File: src/rtl/eth_recv.sv
`default_nettype none
// ============================================================================
//  Module   : eth_recv
//  Purpose  : Ethernet frame receiver for the 32-bit MAC word stream.
//             Validates ARP request/reply frames aimed at the node's own IP
//             and latches the peer MAC/IP. Writes IPv4/UDP payload words,
//             fragments included, into a 1024-word receive buffer and flags
//             datagram completion.
//  Ports    : clk, rst (async, active-high)
//             i_self_mac/i_self_ip        own addresses
//             i_data/i_vld/i_sop/i_eop    frame word stream in, o_rdy back
//             o_arp_req/o_arp_resp        ARP result pulses, o_peer_mac/ip
//             o_wr_en/o_wr_addr/o_wr_data payload buffer write port
//             o_udp_done/o_udp_len        datagram completion + length
//             o_drop                      frame discarded pulse
//  Revision : 1.0 - initial release
// ============================================================================
module eth_recv #(
    parameter logic [15:0] P_UDP_PORT = 16'd2179
) (
    input  logic        clk,
    input  logic        rst,
    input  logic [47:0] i_self_mac,
    input  logic [31:0] i_self_ip,
    input  logic [31:0] i_data,
    input  logic        i_vld,
    input  logic        i_sop,
    input  logic        i_eop,
    output logic        o_rdy,
    output logic        o_arp_req,
    output logic        o_arp_resp,
    output logic [47:0] o_peer_mac,
    output logic [31:0] o_peer_ip,
    output logic        o_wr_en,
    output logic [9:0]  o_wr_addr,
    output logic [31:0] o_wr_data,
    output logic        o_udp_done,
    output logic [15:0] o_udp_len,
    output logic        o_drop
);

    localparam logic [2:0]  S_IDLE    = 3'd0;
    localparam logic [2:0]  S_HDR     = 3'd1;
    localparam logic [2:0]  S_PAYLOAD = 3'd2;
    localparam logic [2:0]  S_DROP    = 3'd3;
    localparam logic [2:0]  S_DONE    = 3'd4;

    localparam logic [15:0] C_ETH_ARP  = 16'h0806;
    localparam logic [15:0] C_ETH_IPV4 = 16'h0800;

    logic [2:0]  r_state, w_state_nxt;
    logic        r_rdy;
    logic [3:0]  r_wcnt;          // header words received so far
    logic [3:0]  w_k;             // index of the word currently presented
    logic        r_da_self, r_da_bcast;
    logic        r_is_arp, r_oper_req, r_mf;
    logic [12:0] r_offset;
    logic [15:0] r_tlen;
    logic [13:0] r_rem;           // payload words still expected
    logic [9:0]  r_addr;
    logic [47:0] r_sha;
    logic [31:0] r_spa;

    logic        r_arp_req, r_arp_resp, r_drop, r_udp_done, r_wr_en;
    logic [47:0] r_peer_mac;
    logic [31:0] r_peer_ip;
    logic [9:0]  r_wr_addr;
    logic [31:0] r_wr_data;
    logic [15:0] r_udp_len;

    logic        w_xfer, w_start, w_hdr_bad;
    logic        w_drop, w_req, w_resp, w_udp_ok, w_wr;

    assign w_xfer  = i_vld && r_rdy;
    assign w_k     = r_wcnt + 4'd1;
    // A sop word always (re)starts a frame, whatever state we were in.
    assign w_start = w_xfer && i_sop && (r_state != S_DONE);

    // Per-word header acceptance checks; word 4 fixes ARP vs IPv4 for later words.
    always_comb begin
        w_hdr_bad = 1'b0;
        case (w_k)
            4'd2:  w_hdr_bad = !((r_da_self  && (i_data == i_self_mac[31:0])) ||
                                 (r_da_bcast && (i_data == 32'hFFFF_FFFF)));
            4'd4:  w_hdr_bad = (i_data[15:0] != C_ETH_ARP) && (i_data[15:0] != C_ETH_IPV4);
            4'd5:  w_hdr_bad = r_is_arp ? (i_data != 32'h0001_0800)
                                        : ((i_data[31:24] != 8'h45) ||
                                           (i_data[15:0] < 16'd28) ||
                                           (i_data[1:0] != 2'b00));
            4'd6:  w_hdr_bad = r_is_arp && ((i_data[31:16] != 16'h0604) ||
                                            ((i_data[15:0] != 16'd1) && (i_data[15:0] != 16'd2)));
            4'd7:  w_hdr_bad = !r_is_arp && (i_data[23:16] != 8'd17);
            4'd9:  w_hdr_bad = !r_is_arp && (i_data != i_self_ip);
            4'd10: w_hdr_bad = !r_is_arp && (i_data[15:0] != P_UDP_PORT);
            4'd11: w_hdr_bad = r_is_arp && (i_data != i_self_ip);
            default: w_hdr_bad = 1'b0;
        endcase
    end

    always_comb begin
        w_state_nxt = r_state;
        w_drop      = 1'b0;
        w_req       = 1'b0;
        w_resp      = 1'b0;
        w_udp_ok    = 1'b0;
        w_wr        = 1'b0;
        case (r_state)
            S_IDLE: begin
                if (w_xfer && i_sop) begin
                    if (i_eop) begin
                        w_state_nxt = S_DONE;
                        w_drop      = 1'b1;
                    end else begin
                        w_state_nxt = S_HDR;
                    end
                end
            end
            S_HDR, S_PAYLOAD, S_DROP: begin
                if (w_xfer) begin
                    if (i_sop) begin
                        // Abandon the current frame; the pulse is reported
                        // right away and the word starts the new frame.
                        w_drop      = 1'b1;
                        w_state_nxt = i_eop ? S_DONE : S_HDR;
                    end else if (r_state == S_DROP) begin
                        if (i_eop) begin
                            w_state_nxt = S_DONE;
                            w_drop      = 1'b1;
                        end
                    end else if (r_state == S_HDR) begin
                        if (w_hdr_bad) begin
                            w_state_nxt = i_eop ? S_DONE : S_DROP;
                            w_drop      = i_eop;
                        end else if (w_k == 4'd11) begin
                            if (!i_eop) begin
                                w_state_nxt = S_PAYLOAD;
                            end else begin
                                w_state_nxt = S_DONE;
                                if (r_is_arp) begin
                                    w_req  = r_oper_req;
                                    w_resp = !r_oper_req;
                                end else if (r_rem == 14'd0) begin
                                    w_udp_ok = 1'b1;
                                end else begin
                                    w_drop = 1'b1;
                                end
                            end
                        end else if (i_eop) begin
                            w_state_nxt = S_DONE;
                            w_drop      = 1'b1;
                        end
                    end else begin
                        // PAYLOAD: ARP only swallows pad; UDP counts words.
                        if (r_is_arp) begin
                            if (i_eop) begin
                                w_state_nxt = S_DONE;
                                w_req       = r_oper_req;
                                w_resp      = !r_oper_req;
                            end
                        end else if (r_rem == 14'd0) begin
                            w_state_nxt = i_eop ? S_DONE : S_DROP;
                            w_drop      = i_eop;
                        end else begin
                            w_wr = 1'b1;
                            if (i_eop) begin
                                w_state_nxt = S_DONE;
                                w_udp_ok    = (r_rem == 14'd1);
                                w_drop      = (r_rem != 14'd1);
                            end
                        end
                    end
                end
            end
            S_DONE:  w_state_nxt = S_IDLE;
            default: w_state_nxt = S_IDLE;
        endcase
    end

    always_ff @(posedge clk or posedge rst) begin
        if (rst) begin
            r_state    <= S_IDLE;
            r_rdy      <= 1'b0;
            r_wcnt     <= 4'd0;
            r_da_self  <= 1'b0;
            r_da_bcast <= 1'b0;
            r_is_arp   <= 1'b0;
            r_oper_req <= 1'b0;
            r_mf       <= 1'b0;
            r_offset   <= 13'd0;
            r_tlen     <= 16'd0;
            r_rem      <= 14'd0;
            r_addr     <= 10'd0;
            r_sha      <= 48'd0;
            r_spa      <= 32'd0;
            r_arp_req  <= 1'b0;
            r_arp_resp <= 1'b0;
            r_drop     <= 1'b0;
            r_udp_done <= 1'b0;
            r_wr_en    <= 1'b0;
            r_wr_addr  <= 10'd0;
            r_wr_data  <= 32'd0;
            r_peer_mac <= 48'd0;
            r_peer_ip  <= 32'd0;
            r_udp_len  <= 16'd0;
        end else begin
            r_state    <= w_state_nxt;
            r_rdy      <= (w_state_nxt != S_DONE);
            r_arp_req  <= w_req;
            r_arp_resp <= w_resp;
            r_drop     <= w_drop;
            r_udp_done <= w_udp_ok && !r_mf;
            r_wr_en    <= w_wr;

            if (w_wr) begin
                r_wr_addr <= r_addr;
                r_wr_data <= i_data;
                r_addr    <= r_addr + 10'd1;
                r_rem     <= r_rem - 14'd1;
            end
            if (w_req || w_resp) begin
                r_peer_mac <= r_sha;
                r_peer_ip  <= r_spa;
            end
            if (w_udp_ok && !r_mf) begin
                r_udp_len <= {r_offset, 3'b000} + (r_tlen - 16'd28);
            end

            if (w_start) begin
                r_wcnt     <= 4'd1;
                r_da_self  <= (i_data[15:0] == i_self_mac[47:32]);
                r_da_bcast <= (i_data[15:0] == 16'hFFFF);
            end else if (w_xfer && (r_state == S_HDR)) begin
                r_wcnt <= w_k;
                case (w_k)
                    4'd4: r_is_arp <= (i_data[15:0] == C_ETH_ARP);
                    4'd5: begin
                        r_tlen <= i_data[15:0];
                        r_rem  <= i_data[15:2] - 14'd7;   // (TLEN-28)/4
                    end
                    4'd6: begin
                        r_mf       <= i_data[13];
                        r_offset   <= i_data[12:0];
                        r_addr     <= {i_data[8:0], 1'b0}; // 8-byte units -> words
                        r_oper_req <= (i_data[15:0] == 16'd1);
                    end
                    4'd7: r_sha[47:16] <= i_data;
                    4'd8: begin
                        r_sha[15:0]  <= i_data[31:16];
                        r_spa[31:16] <= i_data[15:0];
                    end
                    4'd9: r_spa[15:0] <= i_data[31:16];
                    default: ;
                endcase
            end
        end
    end

    assign o_rdy      = r_rdy;
    assign o_arp_req  = r_arp_req;
    assign o_arp_resp = r_arp_resp;
    assign o_peer_mac = r_peer_mac;
    assign o_peer_ip  = r_peer_ip;
    assign o_wr_en    = r_wr_en;
    assign o_wr_addr  = r_wr_addr;
    assign o_wr_data  = r_wr_data;
    assign o_udp_done = r_udp_done;
    assign o_udp_len  = r_udp_len;
    assign o_drop     = r_drop;

endmodule
`default_nettype wire

File: config.mk
export PLATFORM = sky130hd
export DESIGN_NAME = eth_recv
export DESIGN_NICKNAME = d
export VERILOG_FILES = /design/src/rtl/eth_recv.sv
export SDC_FILE = /design/constraint.sdc
export NUM_CORES = 1
export LEC_CHECK = 0
export ABC_AREA = 1
export BUFFER_PORTS_ARGS = -buffer_cell sky130_fd_sc_hd__buf_2
export CORE_AREA = 4 4 140 196
export DETAILED_ROUTE_END_ITERATION = 7
export DIE_AREA = 0 0 144 200
export PLACE_DENSITY = 0.82
export SYNTH_ARGS = -nofsm -noshare
export SYNTH_HDL_FRONTEND = slang
export SYNTH_SLANG_ARGS = --single-unit
File: constraint.sdc
create_clock -name clk -period 12.45 [get_ports clk]
set_input_delay 1.245 -clock clk [delete_from_list [all_inputs] [get_ports clk]]
set_output_delay 1.245 -clock clk [all_outputs]
set_load 0.01 [all_outputs]
==> key figures, run 1 <==
Clock tree
  • # clock sinks: approximately 290
  • TritonCTS clock tree: built
  • Clk_lat worst skew: roughly 0.54 ns
  • # H-tree levels: 1
  • Clock Tree Buf Depth: 3
  • Hold-fix buffers at CTS: 0
  • Number of CTS-inserted buffers: 28
  • Post-CTS resize count: 0
  • Postcts setup bufs: 0
  • Clock Tree Root: clkbuf_16
  • Register clock-pin slew on the reported worst setup and hold paths: roughly 0.060 ns

Cells and area
  • Sequential cell area: a little over 7000 sq um
  • Filler cells: between 2k and 2.5k
  • Area delta synth->final: 16.9%
  • Post-route core utilization: between 60 and 70%
  • Commonest cells after routing, fill and taps aside: 563 x nand2_1, 289 x dfrtp_1, 260 x buf_2
  • Nets: ~2.2k
  • Commonest non-fill, non-tap cell in the layout: nand2_1
  • Multi-input combinational cell area: approximately 6000 sq um
  • Non-Filler Instances: around 2.3k
  • Layout cells sized above 1: ~18%

Drt
  • Post-DR vias/cell: 5.63
  • Overall routed net length: 44,100 um
  • Metal3 WL: approximately 4500 um
  • WL/cell: 18.8 um
  • Via count: about 13k
  • DRT Pass-1 Iters: 6
  • First DRT Iteration DRCs: ~1.3k
  • Met1 wire length: 16,300 um
  • Residual DRC: 0
  • Met2 Wirelength: 21,400 um
  • Top routing layer in use: met5
  • Final ANT Viol Nets: 0

Pwr
  • Leak: around 9 nW
  • Tot Pwr: between 3 and 4 mW
  • NetSw: ~1.2 mW
  • P per Cell Area: ~200 nW/um^2
  • Maximum vdd ir drop: about 0.00013 V
  • Int Pwr: 2.10 mW
  • Sw frac: between 30% and 40%
  • Clk network pwr share: 26.7%
  • Comb pwr share: about a third
  • Sequential power share: between 40% and 50%

Logic synthesis
  • Post-Syn Area per Cell: 8.03 sq um
  • Async set or reset register ratio after synthesis: 100%
  • Post-synth cell types: 45
  • Yosys top cell area share: 50.7%
  • #FFs+latches synth: 289
  • Number of synthesized flops with an enable pin: 0
  • Mapped cell area: ~14,000 sq um
  • Main synth FF type: dfrtp_1
  • Seq/Total Area, Yosys: about half
  • Mapped Cells: about 1.8k
  • Net Count, Synth: a little under 2k
  • Synth warnings: 0
  • Largest cells by area after synthesis: dfrtp_1 51%, nand2_1 15%, o21ai_0 6.2%, inv_1 4.7%, nand3_1 4.2%
  • Cell taking the most area after synthesis: dfrtp_1

Timing
  • Final Hold Viols: 0
  • Max-slew violation total from the final report: 0
  • Skew final: approximately 0.008 ns
  • Crit share post-route: 35.1%
  • TNS Setup: 0 ns
  • Final setup fails: 0
  • Worst-Margin Slew: between 1 and 1.5 ns
  • Fmax: ~230 MHz
  • Worst slew margin: 25.2%
  • Fin Hold WS: roughly 0.47 ns
  • Post-layout min period: around 4.4 ns
  • RSZ-0062 raised after global routing: false

Critical path
  • Crit Path Max Fanout: just over 80
  • Critical path arrival: between 4 and 5 ns
  • Cell family with most CP delay: buffers and inverters
  • Worst Path Buf+Inv: 4
  • Top cell by count, worst path: nand2_1
  • Crit path kind: in2reg
  • Critical path's slowest cell: buf_4
  • Critical Path RT: between 10 and 15 ns
  • Setup crit end kind: flop
  • Worst Setup Start Kind: primary input
  • Cells along the critical path: buf_2 > inv_1 > ha_1 > nand3_1 > nor2_1 > nand2_1 > nand3_1 > nand2_1 > nor2_1 > nand3_1 > nand2_2 > nand3_2 > nand2_2 > buf_4 > nand2_2 > buf_4 > nand2_1 > nand2_1
  • Largest stage delay, worst path: around 0.64 ns

Outcome
  • Status: finished, final reports clean

Min path
  • Min-Delay Path Class: reg2reg

Job
  • Max_cap viols: 0

Global route
  • Grt total ovfl: 0
  • First-pass GRT wire length: between 60,000 and 70,000 um
  • Vias in the first global route: 12.8k
  • Tot GR Track Use: between 30 and 40%
  • Largest net degree at the start of global routing: 140
  • Initial antenna violation count: 2

Placement
  • Post-DP HPWL: 32,000 um
  • GPL Wtd Cong: 1.01
  • Post-Place Cells: ~2.3k
  • Port Buffers: 260

Die
  • Die area: ~29,000 sq um
  • IO Count: approximately 260
  • Die Height: roughly 200 um
  • Initial Util: between 50% and 60%
  • Num rows: 70
  • Horiz. Die Dim: approximately 140 um
  • Core area: roughly 26,000 sq um
==> area by class of cell <==
cell class / count / share of cell area [%]
well taps: 324 / 2.43
clock inverters: 16 / 1.22
diodes: 2 / 0.0300
inverters: 191 / 4.34
clock buffers: 35 / 4.54
repair buffers: 269 / 8.21
multi-input cells: 1223 / 35.9
flip-flops and latches: 289 / 43.4
==> per-layer routing <==
metal	vias to the layer above	track usage (%)
li1	6098	-
met4	2	12.2
met2	778	51.7
met5	-	0
met1	6234	39.1
met3	123	5.03
==> worst reg2reg max path, stage by stage (launching register included) <==
cell	delay [ns]
dfrtp_1	0.45
ha_1	0.25
xor2_1	0.36
nor2_1	0.16
nand3_1	0.11
nand2_1	0.05
nor2_1	0.08
nand3_1	0.10
nand2_2	0.09
nand3_2	0.10
nand2_2	0.07
buf_4	0.64
nand2_2	0.58
buf_4	0.47
nand2_1	0.18
nand2_1	0.08
==> flip-flops by register name (all words and copies together) (netlist names), 13 cells and up <==
signal and flops:
o_peer_ip 32, r_sha 48, r_spa 32, r_tlen 16, o_wr_data 32, o_peer_mac 48
r_offset 13, o_udp_len 16, r_rem 14
==> synthesized netlist by cell type (4+ instances only) <==
| cell | number |
|---|---|
| a21oi_1 | 41 |
| buf_2 | 31 |
| buf_6 | 4 |
| clkbuf_1 | 38 |
| dfrtp_1 | 289 |
| ha_1 | 35 |
| inv_1 | 179 |
| inv_2 | 11 |
| nand2_1 | 564 |
| nand2_2 | 5 |
| nand3_1 | 121 |
| nand3_2 | 4 |
| nand4_1 | 15 |
| nor2_1 | 118 |
| nor2_2 | 7 |
| nor3_1 | 15 |
| o21ai_0 | 177 |
| o21ai_1 | 5 |
| o21ai_2 | 6 |
| o21bai_1 | 10 |
| o22ai_1 | 7 |
| or2_2 | 7 |
| xnor2_1 | 37 |
| xor2_1 | 20 |
==> final timing paths <==
path                           startpoint  cells after the start             end  slack, ns
setup / recovery                i_data[2]                     18   o_peer_ip[13]       8.08
hold / removal             o_peer_mac[12]                      2  o_peer_mac[12]       0.47
setup reg to reg                r_wcnt[0]                     15   o_peer_ip[13]       8.56
hold reg to reg            o_peer_mac[12]                      2  o_peer_mac[12]       0.47
max in group asynchronous             rst                      4    o_peer_ip[7]       9.02
min in group asynchronous             rst                      2       r_addr[9]       0.91
==> cells by family after synthesis <==
family,count (synthesis),synth area share [%]
DFF,289,50.7
xor gates and xnor gates,57,3.50
adders and majority gates,36,3.21
buffers and inverters,266,7.50
AOI/OAI and AO/OA,262,9.99
and+or+nand+nor,868,25.1
==> power by group through the flow <==
stage / combinational, mW / clock, mW / sequential (mW)
4_1_cts: 1.07 / 0.897 / 1.36
3_5_place_dp: 1.05 / 0 / 1.37
5_1_grt: 1.22 / 0.939 / 1.39
6_report: 1.08 / 0.887 / 1.36
3_3_place_gp: 1.02 / 0 / 1.36
2_1_floorplan: 0.710 / 0 / 1.36
==> stage by stage <==
stage	area [sq um]	setup WS [ns]
after floorplan	14300	3.23
after detailed placement	15700	7.63
after CTS	16700	8.20
final	16700	8.08
after global placement	15700	7.73
after global routing	16700	7.86
Power figures use the tool's default switching activity.
==> inputs of run 2 (changes only) <==
--- a/config.mk
+++ b/config.mk
@@ -7,10 +7,10 @@
 export LEC_CHECK = 0
 export ABC_AREA = 1
 export BUFFER_PORTS_ARGS = -buffer_cell sky130_fd_sc_hd__buf_2
-export CORE_AREA = 4 4 140 196
+export CORE_AREA = 4 4 147 205
 export DETAILED_ROUTE_END_ITERATION = 7
-export DIE_AREA = 0 0 144 200
-export PLACE_DENSITY = 0.82
+export DIE_AREA = 0 0 151 209
+export PLACE_DENSITY = 0.78
 export SYNTH_ARGS = -nofsm -noshare
 export SYNTH_HDL_FRONTEND = slang
 export SYNTH_SLANG_ARGS = --single-unit
==> constraint.sdc (replaced) <==
create_clock -name clk -period 3.83 [get_ports clk]
set_input_delay 0.383 -clock clk [delete_from_list [all_inputs] [get_ports clk]]
set_output_delay 0.383 -clock clk [all_outputs]
set_load 0.01 [all_outputs]
==> key figures, run 2 (synthesized netlist as in run 1, its figures left out) <==
Die
  • Die area: roughly 32,000 sq um
  • Initial Util: roughly half
  • Core area: 28,300 sq um
  • Horiz. Die Dim: ~150 um
  • IO Count: 261
  • Die Height: 209 um
  • Num rows: 73

Cells and area
  • Commonest non-fill, non-tap cell in the layout: nand2_1
  • Nets: approximately 2.2k
  • Finished Cell Area: around 17,000 sq um
  • Layout cells sized above 1: 18.3%
  • Commonest cells after routing, fill and taps aside: 563 x nand2_1, 289 x dfrtp_1, 260 x buf_2
  • Non-Filler Instances: ~2.4k
  • Area delta synth->final: 17.9%

Drt
  • Met1 wire length: 17,000 um
  • Metal3 WL: 3660 um
  • WL/cell: 18.4 um
  • Final ANT Viol Nets: 0
  • Top routing layer in use: met5
  • Met2 Wirelength: 21,900 um
  • Via count: around 13k
  • Residual DRC: 0
  • Overall routed net length: about 44,000 um
  • First DRT Iteration DRCs: between 1k and 1.5k
  • Post-DR vias/cell: 5.34
  • DRT Pass-1 Iters: 7

Timing
  • RSZ-0062 raised after global routing: false
  • Post-layout min period: between 2 and 3 ns
  • Fmax: 338 MHz
  • Fin Hold WS: 0.0148 ns
  • Final Hold Viols: 0
  • Final setup fails: 0
  • Worst-Margin Slew: between 1 and 1.5 ns
  • Crit share post-route: between 70% and 80%
  • Worst slew margin: about 29%
  • Max-slew violation total from the final report: 0
  • Skew final: 0.0193 ns

Placement
  • Area post-placement: roughly 16,000 sq um
  • Port Buffers: 260
  • Post-Place Cells: ~2.4k
  • Post-DP HPWL: roughly 33,000 um
  • GPL Wtd Cong: 0.951

Critical path
  • Setup crit end kind: flop
  • Crit path kind: reg2reg
  • Largest stage delay, worst path: 0.63 ns
  • Worst Path Buf+Inv: 1
  • Worst Setup Start Kind: flop
  • Crit Path Max Fanout: 80
  • Critical Path RT: approximately 4.3 ns
  • Critical path's slowest cell: buf_4
  • Cells along the critical path: ha_1 > xor2_1 > nand2_1 > nor2_1 > o21ai_0 > nand3_1 > nand2_2 > nand3_2 > nand2_2 > nand2_2 > buf_4 > nand2_1 > nand2_1
  • Critical path arrival: 3.47 ns
  • Cell family with most CP delay: simple AND/OR/NAND/NOR gates

Global route
  • Vias in the first global route: approximately 13k
  • Grt total ovfl: 0
  • Initial antenna violation count: 9
  • Largest net degree at the start of global routing: between 100 and 150
  • First-pass GRT wire length: 68,600 um
  • Tot GR Track Use: 27.7%

Outcome
  • Status: finished, final reports clean

Clock tree
  • Number of CTS-inserted buffers: 29
  • Clock Tree Buf Depth: 3
  • # clock sinks: a little under 300
  • Register clock-pin slew on the reported worst setup and hold paths: around 0.07 ns
  • Clk_lat worst skew: around 0.57 ns
  • # H-tree levels: 1
  • Postcts setup bufs: 0
  • Post-CTS resize count: 0
  • Hold-fix buffers at CTS: 0
  • TritonCTS clock tree: built
  • Clock Tree Root: clkbuf_16

Pwr
  • P per Cell Area: 640 nW/um^2
  • Maximum vdd ir drop: between 0.0003 and 0.0004 V
  • Leak: 9.16 nW

Min path
  • Min-Delay Path Class: in2async

Job
  • Max_cap viols: 0
## run 2: cell count changes in the layout (fill, tap and decap cells not counted), moves of 2 or more
cell	change
buf_4	+6
inv_6	-2
diode_2	+2
clkbuf_1	+2
clkinvlp_4	+2
buf_12	+2
bufinv_16	-2
## run 2: layer usage
metal / track usage [%] / up-vias
met5: 0 / -
met4: 11.4 / 10
met3: 4.75 / 103
met2: 46.8 / 552
met1: 35.2 / 6096
li1: - / 6114
## run 2: worst paths after layout
kind,from,end,slack [ns],depth (start not counted)
max reg2reg,r_wcnt[0],o_peer_mac[25],0.87,13
max,r_wcnt[0],o_peer_mac[25],0.87,13
min,rst,o_peer_mac[17],0.01,3
max in group asynchronous,rst,r_rem[10],3.00,3
min reg2reg,o_peer_mac[34],o_peer_mac[34],0.47,2
min in group clk,i_data[9],r_tlen[9],0.17,3
## run 2: tightest hold or removal path, stage by stage
cell        delay (ns)
buf_2             0.11
clkinvlp_4        0.10
buf_4             0.43
## run 2: report_power, final
part / internal, mW / leakage (nW) / switching [mW]
clock: 1.60 / 0.466 / 1.23
combinational: 1.29 / 4.87 / 2.22
sequential: 3.88 / 3.82 / 0.531
## run 2: layout make-up
type / count / area (sq um)
Fill cell: 2562 / 11500
Sequential cell: 289 / 7230
Multi-Input combinational cell: 1223 / 5980
Timing Repair Buffer: 277 / 1450
Clock buffer: 38 / 790
Inverter: 191 / 721
Tap cell: 375 / 469
Clock inverter: 16 / 163
Antenna cell: 4 / 10.0
## run 2: per-stage QoR
| stage | setup TNS [ns] | setup slack [ns] | utilization (%) | power (mW) |
|---|---|---|---|---|
| floorplan | -111.61 | -0.386 | - | 6.74 |
| global placement | 0 | 1.02 | 56.0 | 7.80 |
| detailed placement | 0 | 0.953 | 56.0 | 7.91 |
| CTS | 0 | 0.941 | 59.4 | 10.8 |
| global route | 0 | 0.620 | 59.4 | 11.5 |
| finish | 0 | 0.869 | 59.4 | 10.8 |
